**config.mk**
```make
export PLATFORM = sky130hd
export DESIGN_NAME = serial_negate_multi
export DESIGN_NICKNAME = d
export VERILOG_FILES = /design/src/rtl/spm_pkg.sv /design/src/rtl/serial_neg_lane.sv /design/src/rtl/serial_negate_multi.sv
export SDC_FILE = /design/constraint.sdc
export NUM_CORES = 1
export LEC_CHECK = 0
export CAP_MARGIN = 30
export CORE_AREA = 2 2 39 41
export DETAILED_ROUTE_END_ITERATION = 10
export DIE_AREA = 0 0 41 43
export HOLD_SLACK_MARGIN = 0.08
export PLACE_DENSITY_LB_ADDON = 0.2
export SLEW_MARGIN = 20
export SYNTH_ARGS = -nofsm -noshare
export SYNTH_HDL_FRONTEND = slang
export SYNTH_HIERARCHICAL = 1
export SYNTH_SLANG_ARGS = --single-unit
```
**constraint.sdc**
```tcl
create_clock -name clk -period 2.2 [get_ports clk]
set_input_delay 0.33 -clock clk [delete_from_list [all_inputs] [get_ports clk]]
set_output_delay 0.33 -clock clk [all_outputs]
set_load 0.05 [all_outputs]
```
**src/rtl/spm_pkg.sv**
```systemverilog
// Shared definitions for the serial-parallel multiplier datapath.
// Holds the FSM state encoding, the default serial word width and a
// constant-evaluable clog2 used to size bit counters.
package spm_pkg;

   localparam int SPM_WIDTH = 8;

   localparam logic ST_IDLE = 1'b0;
   localparam logic ST_RUN  = 1'b1;

   // Smallest r with 2**r >= value (returns 0 for value <= 1).
   function automatic int clog2(input int value);
      int r;
      r = 0;
      for (int i = 0; i < 31; i++) begin
         if ((1 << i) < value) r = i + 1;
      end
      return r;
   endfunction

endpackage

```
**src/rtl/serial_neg_lane.sv**
```systemverilog
// One bit-serial LSB-first conditional negation lane.
// Copies bits up to and including the first 1, then inverts the rest
// when negation is selected for the current word.
// Ports:
//   clk, rst   clock, synchronous active-low reset
//   valid      the input bit is accepted this cycle
//   first      accepted bit is bit 0 of a new word (restarts seen/neg_q)
//   last       accepted bit is the sign bit of the word
//   neg        negate select, taken only with first
//   a_bit      serial input bit
//   r          registered result bit (0 when not valid)
//   ovf        registered overflow flag (only with last)
module serial_neg_lane (
   input  logic clk,
   input  logic rst,
   input  logic valid,
   input  logic first,
   input  logic last,
   input  logic neg,
   input  logic a_bit,
   output logic r,
   output logic ovf
);

   logic seen_q, seen_d;
   logic neg_q, neg_d;
   logic r_q, r_d;
   logic ovf_q, ovf_d;
   logic eff_seen, eff_neg;

   // A start bit sees fresh per-word state, not the previous word's.
   assign eff_seen = first ? 1'b0 : seen_q;
   assign eff_neg  = first ? neg  : neg_q;

   always_comb begin
      seen_d = seen_q;
      neg_d  = neg_q;
      r_d    = 1'b0;
      ovf_d  = 1'b0;
      if (valid) begin
         r_d    = a_bit ^ (eff_neg & eff_seen);
         // Sign bit set with no earlier 1: input was the most negative value.
         ovf_d  = last & eff_neg & a_bit & ~eff_seen;
         seen_d = eff_seen | a_bit;
         neg_d  = eff_neg;
      end
   end

   always_ff @(posedge clk) begin
      if (!rst) begin
         seen_q <= 1'b0;
         neg_q  <= 1'b0;
         r_q    <= 1'b0;
         ovf_q  <= 1'b0;
      end else begin
         seen_q <= seen_d;
         neg_q  <= neg_d;
         r_q    <= r_d;
         ovf_q  <= ovf_d;
      end
   end

   assign r   = r_q;
   assign ovf = ovf_q;

endmodule

```
**src/rtl/serial_negate_multi.sv**
```systemverilog
// Multi-lane bit-serial conditional two's-complement unit.
// All lanes share one word framing (in_valid/start); each lane negates
// or passes its word and flags negation overflow on the sign bit.
// Output is registered: a bit accepted at one edge is presented until the next.
// Ports:
//   clk, rst             clock, synchronous active-low reset
//   in_valid, start      input qualifier and word-start marker (bit 0)
//   neg[CHANNELS]        per-lane negate select, sampled on accepted start
//   a[CHANNELS]          per-lane serial input
//   out_valid/out_first/out_last   output framing
//   out_bits[CHANNELS]   per-lane serial result
//   ovf[CHANNELS]        per-lane overflow, only alongside out_last
//   busy                 word in progress
//   frame_err            pulse on aborted word or dropped stray bit
module serial_negate_multi
   import spm_pkg::*;
#(
   parameter int WIDTH    = SPM_WIDTH,
   parameter int CHANNELS = 1
) (
   input  logic                clk,
   input  logic                rst,
   input  logic                in_valid,
   input  logic                start,
   input  logic [CHANNELS-1:0] neg,
   input  logic [CHANNELS-1:0] a,
   output logic                out_valid,
   output logic [CHANNELS-1:0] out_bits,
   output logic                out_first,
   output logic                out_last,
   output logic [CHANNELS-1:0] ovf,
   output logic                busy,
   output logic                frame_err
);

   localparam int CNT_W = (clog2(WIDTH) < 1) ? 1 : clog2(WIDTH);
   localparam logic [CNT_W-1:0] LAST_IDX = CNT_W'(WIDTH - 1);

   typedef enum logic {
      S_IDLE = ST_IDLE,
      S_RUN  = ST_RUN
   } state_t;

   state_t           state_q, state_d;
   logic [CNT_W-1:0] bit_cnt_q, bit_cnt_d;
   logic             out_valid_q, out_first_q, out_last_q, frame_err_q;
   logic             accept, first, last, frame_err_d;

   always_comb begin
      state_d     = state_q;
      bit_cnt_d   = bit_cnt_q;
      accept      = 1'b0;
      first       = 1'b0;
      last        = 1'b0;
      frame_err_d = 1'b0;
      if (in_valid) begin
         if (start) begin
            // A start while RUN aborts the word in flight; the start bit
            // still opens a new word.
            accept      = 1'b1;
            first       = 1'b1;
            frame_err_d = (state_q == S_RUN);
            state_d     = S_RUN;
            bit_cnt_d   = CNT_W'(1);
         end else if (state_q == S_RUN) begin
            accept = 1'b1;
            if (bit_cnt_q == LAST_IDX) begin
               last      = 1'b1;
               bit_cnt_d = '0;
               state_d   = S_IDLE;
            end else begin
               bit_cnt_d = bit_cnt_q + CNT_W'(1);
            end
         end else begin
            // Non-start bit with no word open: dropped.
            frame_err_d = 1'b1;
         end
      end
   end

   always_ff @(posedge clk) begin
      if (!rst) begin
         state_q     <= S_IDLE;
         bit_cnt_q   <= '0;
         out_valid_q <= 1'b0;
         out_first_q <= 1'b0;
         out_last_q  <= 1'b0;
         frame_err_q <= 1'b0;
      end else begin
         state_q     <= state_d;
         bit_cnt_q   <= bit_cnt_d;
         out_valid_q <= accept;
         out_first_q <= first;
         out_last_q  <= last;
         frame_err_q <= frame_err_d;
      end
   end

   for (genvar c = 0; c < CHANNELS; c++) begin : g_lane
      serial_neg_lane u_lane (
         .clk   (clk),
         .rst   (rst),
         .valid (accept),
         .first (first),
         .last  (last),
         .neg   (neg[c]),
         .a_bit (a[c]),
         .r     (out_bits[c]),
         .ovf   (ovf[c])
      );
   end

   assign out_valid = out_valid_q;
   assign out_first = out_first_q;
   assign out_last  = out_last_q;
   assign frame_err = frame_err_q;
   assign busy      = (state_q == S_RUN);

endmodule

```
Word-level counts from Yosys, hierarchy flattened
Cells that the tools add are included.

word-level totals
  flip-flop bits (word level) = 12
  bits in latches = 0
  memory bits (writable) = 0
  ROM bits = 0
  input port bits = 6
  logic and storage cells = 42
  memories kept = 0

cells by class
  add/subtract/negate cells = 1
  $mul = 0
  div/mod/pow operators = 0
  order comparisons = 0
  eq/ne operators = 1
  shifts and indexed selects = 0
  muxes and demuxes = 19
  bitwise logic cells = 7
  reduce and logical (&&, ||, !) cells = 4

operator list
  cell                                                           count
  1-bit two-way mux                                              16
  3-bit two-way mux                                              3
  2-bit AND reduction                                            3
  1-bit AND                                                      4
  3-bit by 1-bit adder with 3-bit output, second input constant  1
  3-bit equality test, second input constant                     1
  2-bit nonzero test                                             1
  1-bit inverter                                                 1
  1-bit OR                                                       1
  1-bit XOR                                                      1

Longest topological paths before layout
Gate-level depths: netlist of run 1.

  depth in word-level cells = 8
  mapped depth = 6
  gate-level depth less buffers = 6

Hierarchy
Netlist of run 1, hierarchy kept.

modules (own cells, without submodules)
  module               instances  cells each  area an instance (sq um)  sequential area each (sq um)
  serial_negate_multi  1          33          334.1                     160.2
  serial_neg_lane      1          18          177.7                     80.1

Worst setup path before layout of run 1
OpenSTA, ideal clock, no wires.

  path kind = register -> register
  start point = register state_q, in the netlist busy
  end point = register bit_cnt_q[0]
  library setup time = 0.119 ns
  data arrival time = 1.502 ns
  path slack = 0.579 ns
  stages on the path, launching flop included = 7
  buffers on the path = 0
  cell sequence = dfxtp_1 -> inv_1 -> ha_1 -> nand2b_2 -> clkinv_2 -> o21ai_2 -> o221a_1

between the ends
  word-level cells in the longest chain between the ends = 2

ends and longest elaborated chain
  what                                  RTL line                   RTL
  start: declaration                    serial_negate_multi.sv:44  state_t state_q, state_d;
  start signal: assignment              serial_negate_multi.sv:90  state_q <= state_d;
  2-bit nonzero test (no source line)   -
  2-bit AND reduction (no source line)  -
  end signal: assignment                serial_negate_multi.sv:91  bit_cnt_q <= bit_cnt_d;
  end: declaration                      serial_negate_multi.sv:45  logic [CNT_W-1:0] bit_cnt_q, bit_cnt_d;

No other way between the ends.
A chain may end at the register's enable or synchronous reset.

Worst setup path after layout of run 1
  start point = register state_q, in the netlist busy
  end point = output port busy

RTL lines
  what              RTL line                   RTL
  end: declaration  serial_negate_multi.sv:32  output logic busy,

No word-level cell between the ends.

==> results.ini, run 1 <==
[place]
placedCellCount=79
io_buffers=12
dp_hpwl_um=610
place_congestion=0.722

[drt]
routed_via_density=4.72
dr.pass1.iters=2
ant_nets=0
wl_per_cell_um=10.3
route.detailed.drc=0
dr_total_vias=392
drt-total-wl_um=855
drt-initial-drc-count=4

[final_layout]
area_growth_pct=34.5
post-route-util_pct=49.7
final_cell_mix=dfxtp_1, clkdlybuf4s50_1, nand2_1
instances_no_fill=83
drive_above_1_share_pct=14.9
antenna_cells=0
nets=77

[logic_synthesis]
syn_avg_cell_area_sq_um=10.0
syn_area_sq_um=512
yosys.area.top_type_share_pct=46.9
yosysWarnings=6
yosysTopAreaCell=dfxtp_1
synth_seq_cells=12
ys_types=25
synth_area_leaders=dfxtp_1, ha_1, and2_1
syn_inst=51
yosysSeqAreaShare_pct=46.9
syn_nets=60

[global_routing]
grt_max_degree=14
grt_pass1_vias=347
grt_util_all_layers_pct=12.8
grt_overflow=0
antenna_found_initial=0
grt_pass1_wl_um=1500

[cts]
root_buffer=clkbuf_4
cts_buffer_depth=2
cts_hold_buf=0
tritoncts=yes
cts_resized=0
post_cts_buffers=0
cts_sinks=12
insertion_delay_ps=260
clkTransAtPathRegs_ps=80
cts_buffers=3
h-tree-depth=1

[worst_hold_path]
min_to=bit_cnt_q[2]$_SDFFE_PN0P_
hold_depth=2
hold_class=register to register
min_from=bit_cnt_q[2]$_SDFFE_PN0P_

[worst_setup_path]
worstPathArrival_ps=1440
rr_endpoint=g_lane[0].u_lane/neg_q$_SDFFE_PN0P_
worst_setup_path_end_kind=output pin
crit_chain=clkdlybuf4s50_1
r2r-start=busy$_SDFFE_PN0P_
critical_path_required_ps=1870
worstPathMaxFanout=3
r2r_cells=6
start_kind=register
crit_family=buffers and inverters
cp_num_buf_inv=1
crit_slowest_cell=clkdlybuf4s50_1
critPathKind=register to output pin
rrSetupSlack_ps=870
cp_slowest_stage_delay_ps=810

[outcome]
status=complete, no violations

[timing]
fin_skew_ps=1.70
finalCritPeriodShare_pct=80.3
slew_headroom_pct=67.1
fmax_mhz=566
worst_pin_slew_ps=493
setup_violations=0
grt_setup_unrepaired=no
hold_violations=0
fin_crit_ps=1770
finalMaxSlewViolations=0
fin_setup_tns_ps=0

[floorplanning]
die_y_um=43
die-area_sq_um=1760
core-area_sq_um=1380
chipWidth_um=41
core.rowCount=14
ios=13
start_util_pct=37.0

[power]
sw_frac_of_total_pct=24.4
p_per_area_nw_per_um2=680
p_switching_w=0.000114
p_seq_share_pct=49.1
combPwrFrac_pct=13.9
leakagePower_nw=0.279
ir_drop_v=0.000391
p_int_w=0.000354
pwr-share-clk_pct=37.0

[flow_run]
maxCapViolCount=0

## cell usage after synthesis, drive strengths merged
cell type / number
ha: 3
nor2b: 1
o21a: 1
inv: 2
and3b: 1
nand2b: 1
and2: 3
a21bo: 1
nand4: 1
nand3: 3
a21oi: 2
or3b: 1
mux2i: 1
nand3b: 2
o21ai: 1
dfxtp: 12
o221a: 1
and3: 2
nor3: 1
nand2: 5
clkinv: 1
a21boi: 4
nor2: 1
## layer usage
layer	vias up	track usage, %	wire length [um]	part of all wire [%]
met2	8	16.6	357	42
met3	2	4.71	40	4.7
met4	0	8.00	10	1.2
li1	212	-	-	-
met5	-	0	0	0
met1	170	17.2	445	52
## layout make-up
| cell class | instances | area (sq um) |
|---|---|---|
| multi-input cells | 36 | 259 |
| repair buffers | 12 | 120 |
| flip-flops and latches | 12 | 240 |
| inverters | 3 | 12.5 |
| fillers | 150 | 696 |
| well taps | 16 | 20.0 |
| clock buffers | 4 | 36.3 |
## logic make-up after synthesis
family / Yosys count / share of synthesized area [%]
muxes: 1 / 1.96
AOI/OAI and AO/OA: 10 / 15.2
DFF: 12 / 46.9
adders and majority gates: 3 / 7.34
and+or+nand+nor: 22 / 26.2
buffers and inverters: 3 / 2.44
## how the worst max path moves through the flow
| stage | startpoint | to | slack, ps | cells after the start |
|---|---|---|---|---|
| after CTS | busy$_SDFFE_PN0P_ | busy | 420 | 1 |
| final | busy$_SDFFE_PN0P_ | busy | 430 | 1 |
| after global routing | busy$_SDFFE_PN0P_ | busy | 370 | 1 |
| after global placement | start | bit_cnt_q[0]$_SDFFE_PN0P_ | 310 | 7 |
| after floorplan | busy$_SDFFE_PN0P_ | bit_cnt_q[0]$_SDFFE_PN0P_ | 580 | 6 |
| after detailed placement | start | bit_cnt_q[0]$_SDFFE_PN0P_ | 270 | 7 |
## power by group through the flow
stage / logic, W / registers [W] / clock network (W)
after floorplan: 0.0000224 / 0.000250 / 0
final: 0.0000651 / 0.000230 / 0.000173
after global placement: 0.0000649 / 0.000235 / 0
after global routing: 0.0000720 / 0.000231 / 0.000192
after CTS: 0.0000657 / 0.000230 / 0.000179
after detailed placement: 0.0000655 / 0.000235 / 0
## registers in the layout, indices dropped and copies added, names as in the netlist
signal                count
g_lane.u_lane/seen_q      1
out_valid                 1
bit_cnt_q                 3
g_lane.u_lane/ovf         1
frame_err                 1
out_first                 1
g_lane.u_lane/neg_q       1
busy                      1
g_lane.u_lane/r           1
out_last                  1
## stage by stage
step / worst slack, ps / cell area [sq um] / power (W) / hold slack (ps)
4_1_cts: 423 / 688 / 0.000474 / 468
3_3_place_gp: 311 / 652 / 0.000300 / 448
2_1_floorplan: 579 / 512 / 0.000272 / 434
6_report: 432 / 688 / 0.000468 / 465
3_5_place_dp: 267 / 652 / 0.000300 / 457
5_1_grt: 370 / 688 / 0.000494 / 493
No activity file was read; power rests on OpenSTA's default activity.
==> inputs of run 2 (changes only) <==
==> constraint.sdc (replaced) <==
create_clock -name clk -period 1.8 [get_ports clk]
set_input_delay 0.27 -clock clk [delete_from_list [all_inputs] [get_ports clk]]
set_output_delay 0.27 -clock clk [all_outputs]
set_load 0.05 [all_outputs]
==> run 2 against run 1 <==
- sequential power is 22% higher
- cell count grew 1.2%
- clock skew rose by 3.5 ps
- critical path depth stayed put
- register-to-register slack got worse by 400 ps
- combinational power grew 25%
==> results.ini, run 2 (synthesis results as in run 1) <==
[outcome]
status=complete, no violations

[cts]
insertion_delay_ps=270  ; about the same
cts_hold_buf=0  ; unchanged
clkTransAtPathRegs_ps=80  ; about the same
cts_buffers=3  ; unchanged
post_cts_buffers=0  ; unchanged
cts_buffer_depth=2  ; unchanged
cts_resized=0  ; unchanged
h-tree-depth=1  ; unchanged
root_buffer=clkbuf_4
cts_sinks=12  ; unchanged
tritoncts=yes

[timing]
worst_pin_slew_ps=494  ; +1.86 ps
fin_crit_ps=1710
finalCritPeriodShare_pct=94.9
fin_setup_tns_ps=0  ; unchanged
hold_violations=0  ; unchanged
fmax_mhz=585
fin_skew_ps=5.25  ; +3.55 ps
grt_setup_unrepaired=no
slew_headroom_pct=66.9  ; -0.12 points
finalMaxSlewViolations=0  ; unchanged
setup_violations=0  ; unchanged

[floorplanning]
die-area_sq_um=1760  ; unchanged
chipWidth_um=41  ; unchanged
start_util_pct=37.0  ; unchanged
core-area_sq_um=1380  ; unchanged
ios=13  ; unchanged
core.rowCount=14  ; unchanged
die_y_um=43  ; unchanged

[place]
io_buffers=12  ; unchanged
place_area_sq_um=659  ; +1.2%
placedCellCount=80  ; +1.3%
dp_hpwl_um=648  ; +6.2%
place_congestion=0.747  ; +3.5%

[worst_setup_path]
start_kind=register
crit_family=buffers and inverters
critPathKind=register to output pin
cp_num_buf_inv=1  ; unchanged
worstPathMaxFanout=3  ; unchanged
crit_slowest_cell=clkdlybuf4s50_1
worstPathArrival_ps=1440  ; about the same
cp_slowest_stage_delay_ps=810  ; about the same
crit_chain=clkdlybuf4s50_1
worst_setup_path_end_kind=output pin
critical_path_required_ps=1530  ; -340 ps

[drt]
ant_nets=0  ; unchanged
wl_per_cell_um=10.6  ; +2.5%
met1_length_um=457  ; +2.7%
drt-total-wl_um=887  ; +3.7%
drt-initial-drc-count=2  ; -2
dr_total_vias=399  ; +1.8%
routed.top_layer=met4
dr.pass1.iters=2  ; unchanged
route.detailed.drc=0  ; unchanged
dr_wl_met2_um=381  ; +6.7%
routed_via_density=4.75  ; +0.57%
dr_wl_met3_um=37  ; -7.5%

[power]
p_per_area_nw_per_um2=832  ; +22%
ir_drop_v=0.000344  ; -12%
leakagePower_nw=0.283  ; +1.7%

[final_layout]
drive_above_1_share_pct=16.2  ; +1.3 points
nets=78  ; +1.3%
largest_reg_flops=3  ; unchanged
final_cell_mix=dfxtp_1, clkdlybuf4s50_1, nand2_1
antenna_cells=0  ; unchanged
finalInstanceArea_sq_um=696  ; +1.1%
instances_no_fill=84  ; +1.2%
largest-register=bit_cnt_q
area_growth_pct=35.9

[global_routing]
grt_pass1_vias=387  ; +12%
antenna_found_initial=0  ; unchanged
grt_overflow=0  ; unchanged
grt_max_degree=14  ; unchanged
grt_util_all_layers_pct=13.5  ; +0.72 points
grt_pass1_wl_um=1600  ; +6.4%

[flow_run]
maxCapViolCount=0  ; unchanged

[worst_hold_path]
hold_class=register to register

-- run 2: worst paths after layout --
| path | startpoint | endpoint | slack [ps] | cells past startpoint |
|---|---|---|---|---|
| max | busy$_SDFFE_PN0P_ | busy | 90 | 1 |
| min | bit_cnt_q[1]$_SDFFE_PN0P_ | bit_cnt_q[1]$_SDFFE_PN0P_ | 460 | 2 |
| max reg2reg | busy$_SDFFE_PN0P_ | g_lane[0].u_lane/neg_q$_SDFFE_PN0P_ | 470 | 6 |
| min reg2reg | bit_cnt_q[1]$_SDFFE_PN0P_ | bit_cnt_q[1]$_SDFFE_PN0P_ | 460 | 2 |
-- run 2: per-layer routing --
layer	GRT usage [%]	up-vias
li1	-	215
met5	0	-
met1	17.6	174
met4	10.0	0
met2	18.4	8
met3	3.14	2
-- run 2: metrics by stage --
stage               hold WS [ps]  util, %  worst slack, ps  power [W]
floorplan                    388        -              179   0.000333
global placement             447     47.6             91.4   0.000368
detailed placement           453     47.6             73.8   0.000369
CTS                          465     50.3             74.5   0.000591
global route                 497     50.3             26.5   0.000611
finish                       457     50.3             92.0   0.000579
-- run 2: layout make-up --
class / count / area, sq um
inverters: 3 / 12.5
repair buffers: 13 / 128
clock buffers: 4 / 36.3
flip-flops and latches: 12 / 240
well taps: 16 / 20.0
multi-input cells: 36 / 259
fillers: 151 / 688
-- run 2: power by group --
group | switching [W] | internal [W] | total [W]
sequential | 0.00000537 | 0.000275 | 0.000281
clock | 0.0000946 | 0.000123 | 0.000217
combinational | 0.0000454 | 0.0000357 | 0.0000811
==> inputs of run 3 (changes only) <==
--- a/config.mk
+++ b/config.mk
@@ -9,7 +9,6 @@
 export CORE_AREA = 2 2 39 41
 export DETAILED_ROUTE_END_ITERATION = 10
 export DIE_AREA = 0 0 41 43
-export HOLD_SLACK_MARGIN = 0.08
 export PLACE_DENSITY_LB_ADDON = 0.2
 export SLEW_MARGIN = 20
 export SYNTH_ARGS = -nofsm -noshare
==> results of run 3 <==
The final DEF is identical to that of run 2; final timing and power are the same.
